## src/rtl/uart_pkg.sv

```systemverilog
// uart_pkg: state encoding, parity constants and default width shared by the UART TX and RX paths
package uart_pkg;
  localparam int DEF_DATA_WIDTH = 8;
  localparam logic PAR_EVEN = 1'b0;
  localparam logic PAR_ODD  = 1'b1;
  typedef enum logic [2:0] {
    IDLE   = 3'd0,
    START  = 3'd1,
    DATA   = 3'd2,
    PARITY = 3'd3,
    STOP   = 3'd4
  } tx_state_t;
endpackage

```

## src/rtl/uart_tx_serializer.sv

```systemverilog
// uart_tx_serializer: data shift register and bit counter feeding the TX line LSB first
module uart_tx_serializer
  import uart_pkg::*;
#(
  parameter int DATA_WIDTH = DEF_DATA_WIDTH
) (
  input  logic                  CLK,
  input  logic                  RST,
  input  logic                  load,
  input  logic                  shift,
  input  logic                  count,
  input  logic [DATA_WIDTH-1:0] data,
  output logic                  ser_bit,
  output logic                  ser_done
);
  localparam int CW = DATA_WIDTH > 1 ? $clog2(DATA_WIDTH) : 1;
  logic [DATA_WIDTH-1:0] sh;
  logic [CW-1:0] cnt;
  assign ser_bit  = sh[0];
  assign ser_done = count && cnt == CW'(DATA_WIDTH - 1);
  // sh[0] always holds the next data bit to put on the line; counter tracks the bit currently shown
  always_ff @(posedge CLK or negedge RST) begin
    if (!RST) begin
      sh  <= '0;
      cnt <= '0;
    end else begin
      sh  <= load ? data : shift ? sh >> 1 : sh;
      cnt <= (load || ser_done) ? '0 : count ? cnt + 1'b1 : cnt;
    end
  end
endmodule

```

## src/rtl/uart_tx.sv

```systemverilog
// uart_tx: frame FSM, parity, registered line output and busy flag for the UART transmitter
module uart_tx
  import uart_pkg::*;
#(
  parameter int DATA_WIDTH = DEF_DATA_WIDTH
) (
  input  logic                  CLK,
  input  logic                  RST,
  input  logic [DATA_WIDTH-1:0] P_DATA,
  input  logic                  Data_Valid,
  input  logic                  PAR_EN,
  input  logic                  PAR_TYP,
  output logic                  TX_OUT,
  output logic                  busy
);
  tx_state_t state, state_nxt;
  logic accept, par_bit, par_en_q, ser_bit, ser_done, tx_nxt;
  assign accept = state == IDLE && Data_Valid;
  uart_tx_serializer #(.DATA_WIDTH(DATA_WIDTH)) u_ser (
    .CLK      (CLK),
    .RST      (RST),
    .load     (accept),
    .shift    (state == START || state == DATA),
    .count    (state == DATA),
    .data     (P_DATA),
    .ser_bit  (ser_bit),
    .ser_done (ser_done)
  );
  // next state and the line value it will drive once registered
  always_comb begin
    state_nxt = state;
    unique case (state)
      IDLE:    state_nxt = Data_Valid ? START : IDLE;
      START:   state_nxt = DATA;
      DATA:    state_nxt = ser_done ? (par_en_q ? PARITY : STOP) : DATA;
      PARITY:  state_nxt = STOP;
      STOP:    state_nxt = IDLE;
      default: state_nxt = IDLE;
    endcase
    tx_nxt = state_nxt == START  ? 1'b0 :
             state_nxt == DATA   ? ser_bit :
             state_nxt == PARITY ? par_bit : 1'b1;
  end
  // state, outputs, and frame settings captured at acceptance
  always_ff @(posedge CLK or negedge RST) begin
    if (!RST) begin
      state    <= IDLE;
      TX_OUT   <= 1'b1;
      busy     <= 1'b0;
      par_bit  <= 1'b0;
      par_en_q <= 1'b0;
    end else begin
      state  <= state_nxt;
      TX_OUT <= tx_nxt;
      busy   <= state_nxt != IDLE;
      if (accept) begin
        par_bit  <= (^P_DATA) ^ (PAR_TYP == PAR_ODD);
        par_en_q <= PAR_EN;
      end
    end
  end
endmodule
```

## config.mk

```make
export PLATFORM = sky130hd
export DESIGN_NAME = uart_tx
export DESIGN_NICKNAME = d
export VERILOG_FILES = /design/src/rtl/uart_pkg.sv /design/src/rtl/uart_tx_serializer.sv /design/src/rtl/uart_tx.sv
export SDC_FILE = /design/constraint.sdc
export NUM_CORES = 1
export LEC_CHECK = 0
export CELL_PAD_IN_SITES_DETAIL_PLACEMENT = 1
export CELL_PAD_IN_SITES_GLOBAL_PLACEMENT = 1
export CORE_UTILIZATION = 38
export CTS_BUF_LIST = sky130_fd_sc_hd__clkbuf_4
export CTS_CLUSTER_DIAMETER = 150
export DETAILED_ROUTE_END_ITERATION = 10
export PLACE_DENSITY_LB_ADDON = 0.1
export SYNTH_ARGS = -nofsm -noshare
export SYNTH_HDL_FRONTEND = slang
export SYNTH_SLANG_ARGS = --single-unit
```

## constraint.sdc

```tcl
create_clock -name CLK -period 1.7 [get_ports CLK]
set_input_delay 0.255 -clock CLK [delete_from_list [all_inputs] [get_ports CLK]]
set_output_delay 0.255 -clock CLK [all_outputs]
set_load 0.01 [all_outputs]
```

* Word-level counts from Yosys, hierarchy flattened
Index checks and enable logic that the tools add are counted.
Cells by class: add/sub/neg operators 1, reduce and logical (&&, ||, !) cells 9, bitwise gates (word level) 1, equality and inequality tests 7, muxes and demuxes 11
Operator list (count):
- $mux 8 | 2
- $eq 3x2->1 const B | 4
- $mux 3 | 4
- $pmux 3 s4 | 1
- $reduce_xor 8->1 | 1
- $eq 3x1->1 const B | 2
- $mux 1 | 4
- $reduce_bool 2->1 | 2
- $add 3x1->3 const B | 1
- $eq 3x3->1 const B | 1
- $logic_not 3->1 | 1
- $reduce_bool 3->1 | 1
- $logic_and 1x1->1 | 2
- $logic_or 1x1->1 | 2
- $xor 1x1->1 | 1
Storage, ports and cells: bits of input ports 13, logic and storage cells 36, register bits 18, output and inout bits 2

* Depth between registers and ports, before layout
depth after elaboration 8, gate-level depth with buffers 6, mapped depth without buffers 6

* Hierarchy
Synthesis repeated with hierarchy kept, for this count alone.
Unflattened totals: cells, all modules 84, area, all modules 943.4 µm²
Modules (own cells, without submodules):
- uart_tx_serializer | seq. area each 275.3 µm², cells each 50, times used 1, area an instance 531.8 µm²
- uart_tx | seq. area each 176.4 µm², cells each 34, times used 1, area an instance 411.6 µm²

* Worst setup path before layout
Ideal clock, no wire load.
path type register to register, from reg u_ser.cnt[0], to reg busy, required time 1.569 ns, setup time 0.131 ns, clock period less this slack 1.466 ns, buffers on the path 0, slack 0.234 ns, cell stages (with the launch flop) 6, data arrival time 1.335 ns, path through dfrtp_1 ha_1 ha_1 nand3_1 a21boi_0 or3_1
Between the ends: longest elaborated chain between the ends 5
RTL lines:
- start, declared | RTL line uart_tx_serializer.sv:18 | logic [CW-1:0] cnt;
- start signal, assigned | RTL line uart_tx_serializer.sv:28 | cnt <= (load || ser_done) ? '0 : count ? cnt + 1'b1 : cnt;
- $eq 3x3->1 | RTL line uart_tx_serializer.sv:20 | assign ser_done = count && cnt == CW'(DATA_WIDTH - 1);
- $logic_and 1x1->1 | RTL line uart_tx_serializer.sv:20
- $mux 3 | RTL line uart_tx.sv:35 | DATA: state_nxt = ser_done ? (par_en_q ? PARITY : STOP) : DATA;
- $pmux 3 s4 | RTL line uart_tx.sv:32 | unique case (state)
- net state_nxt[0] | RTL line uart_tx.sv:16 | tx_state_t state, state_nxt;
- $reduce_bool 3->1 | RTL line uart_tx.sv:55 | busy <= state_nxt != IDLE;
- end signal, assigned | RTL line uart_tx.sv:49 | busy <= 1'b0;
- end signal, assigned | RTL line uart_tx.sv:55
- end, declared | RTL line uart_tx.sv:14 | output logic busy
The timed path passes the listed nets, and every way through them passes these cells. A chain may end at the register's enable or synchronous reset.

* Final worst setup path
from reg TX_OUT, to out TX_OUT
RTL lines:
- start, declared | RTL line uart_tx.sv:13 | output logic TX_OUT,
- start signal, assigned | RTL line uart_tx.sv:54 | TX_OUT <= tx_nxt;
No word-level cell between the ends.

==> impl_results.md <==
- Outcome: complete, no violations
- Starting density of the core: 0.4156
- Reg power frac: 0.413
- Critical Path Slowest Stage Cell: dfstp_2
- Clock tree buffer depth: 2
- Die width: 51.89 um
- RD Place Congestion: 0.7079
- Initial DRC count: 2
- Syn Inst Count: 85
- Int Power: 1148 uW
- Fill cells: 256
- Wire per inst: 14.00 um
- Layout cells sized above 1: 0.2000
- Hold/Removal Path Class: primary input to async pin
- DRC Markers: 0
- Max IR drop VDD: 719.5 uV
- Sequence of cells on the critical path: clkdlybuf4s50_1
- Syn_nets: 100
- Row cnt: 17
- Fmax: 628.4 MHz
- Worst skew pair latency: 0.30 ns
- H-tree Lvls: 1
- DP Wirelength: 1.417 mm
- Power Dens Cells: 1544 nW/um2
- Syn. warnings: 0
- Inst Count DP: 129
- Grt ovf: 0
- Setup Skew: 0.01190 ns
- CP Class: register to output pin
- Post-synth EDFFs: 0
- Clock power share: 0.134
- Io pins: 15
- Largest net degree at the start of global routing: 19
- Cell area after synthesis: 945.9 um2
- Pleak: 0.0005005 uW
- Ant. Diodes: 0
- Vias in the first global route: 701
- Port Buffers: 14
- Total number of vias: 686
- Hold Slack: 0.2697 ns
- Full die area: 2693 um2
- Layout area overhead: 25.13%
- Sw Share: 0.3719
- Commonest non-fill, non-tap cells in the layout: 17 x dfrtp_1, 14 x clkdlybuf4s50_1, 12 x nand2_1, 7 x mux2i_1
- Crit path launch type: register
- Nets: 121
- Worst-margin pin slew: 0.3704 ns
- Commonest non-fill, non-tap cell in the layout: dfrtp_1
- Tot Pwr: 1828 uW
- Clock sink count: 18
- Post-Syn Area per Cell: 11.13 um2
- Global Route Usage Sum: 0.1690
- Final period demand of the worst path: 1.591 ns
- Post-synth cell types: 34
- Initial antenna violation count: 0
- Final hold vios: 0
- Buf/Inv on CP: 1
- Final cell count without fillers: 133
- Final Max Tran Viols: 0
- TritonCTS clock tree: built
- Number of CTS-inserted buffers: 3
- Max Cap Viol: 0
- Core Area: 2276 um2
- Seq cells post-synth: 18
- Critical Path Max Stage Delay: 0.53 ns
- Die height: 51.89 um
- Worst slew margin: 0.7526
- Hold Buf Count CTS: 0
- Setup Fix Bufs, Post-CTS: 0
- Post-CTS resize count: 0
- Final setup vio count: 0
- Critical Path AT: 1.34 ns
- Worst-path maximum fanout: 1
- Final Cycle Share: 0.9361
- RSZ-0062 raised after global routing: false
- Worst Setup End Kind: output pin
- Main flop type after synthesis: dfrtp_1
- Detailed Routing Iterations Pass 1: 4
- Routed Antenna Nets: 0
- Routed WL: 1.862 mm
- Fraction of registers with async set/reset: 1.000
- Vias per cell: 5.158
- Net Sw Power: 679.6 uW
- Post-synthesis sequential area ratio: 0.4775
- CP top delay family: flip-flops
- WP data required: 1.44 ns
- First-pass GRT wire length: 3.236 mm
- Logic pwr share: 0.453
- Root Driver: clkbuf_4
- CTS clock-pin slew for the worst setup and hold paths: 0.11 ns
[kinds of logic after synthesis]
family / after synthesis / synth area share
and+or+nand+nor: 28 / 0.1759
xor gates and xnor gates: 7 / 0.07936
DFF: 18 / 0.4775
buffers and inverters: 4 / 0.02909
AOI/OAI and AO/OA: 18 / 0.1257
muxes: 8 / 0.08598
adders and majority gates: 2 / 0.02645
[power groups by stage]
stage	Combinational, uW	Sequential (uW)	Clock, uW
floorplan	580	731	0
global placement	787	759	0
detailed placement	827	766	0
CTS	830	759	259
global route	917	785	271
finish	828	755	245
[path summary, 6_finish.rpt]
check,slack [ns],depth (start not counted),end,start
setup / recovery,0.11,1,TX_OUT,TX_OUT
hold / removal,0.27,2,u_ser.cnt[2],RST
setup reg to reg,0.12,6,TX_OUT,u_ser.cnt[0]
hold reg to reg,0.49,2,u_ser.sh[6],u_ser.sh[6]
max in group asynchronous,1.16,2,TX_OUT,RST
min in group CLK,0.49,2,u_ser.sh[6],u_ser.sh[6]
[area by class of cell]
cell class,count,area (um2),area share
multi-input combinational,63,473.0,0.3996
sequential,18,451.7,0.3816
timing repair buffer,19,190.2,0.1607
tap,28,35.03,0.02960
clock buffer,4,30.03,0.02537
inverter,1,3.754,0.003171
[synthesized netlist by cell type, types with 2 or more instances]
library cell  count  share of area
nand2_1          12          0.048
ha_1              2          0.026
dfrtp_1          17           0.45
nand3b_1          2          0.016
mux2i_1           7          0.074
xnor2_1           5          0.046
a21oi_1           6          0.032
o21ai_0           4          0.021
or3_1             2          0.013
nor2_1            2         0.0079
o21ai_2           3          0.028
[metal layers]
metal  share of wire  vias to the layer above  track usage
met5               0                        -            0
met4          0.0075                        0      0.08108
met3           0.031                        2      0.02632
met2            0.50                       11       0.2885
met1            0.46                      338       0.2052
li1                -                      335            -
[metrics by stage]
stage | utilization | TNS (ns) | area (um2) | setup WS (ns)
after floorplan | - | 0 | 945.9 | 0.2337
after global placement | 0.5041 | -0.09950 | 1147 | -0.09950
after detailed placement | 0.5041 | -0.1248 | 1147 | -0.1123
after CTS | 0.5173 | 0 | 1177 | 0.04691
after global routing | 0.5201 | 0 | 1184 | 0.01561
final | 0.5201 | 0 | 1184 | 0.1086
[state kept, by name, summed over array words and instances, names as in the netlist]
signal / count
u_ser.sh: 8
busy: 1
TX_OUT: 1
state: 3
par_en_q: 1
par_bit: 1
u_ser.cnt: 3
(Power assumes the default switching activity.)
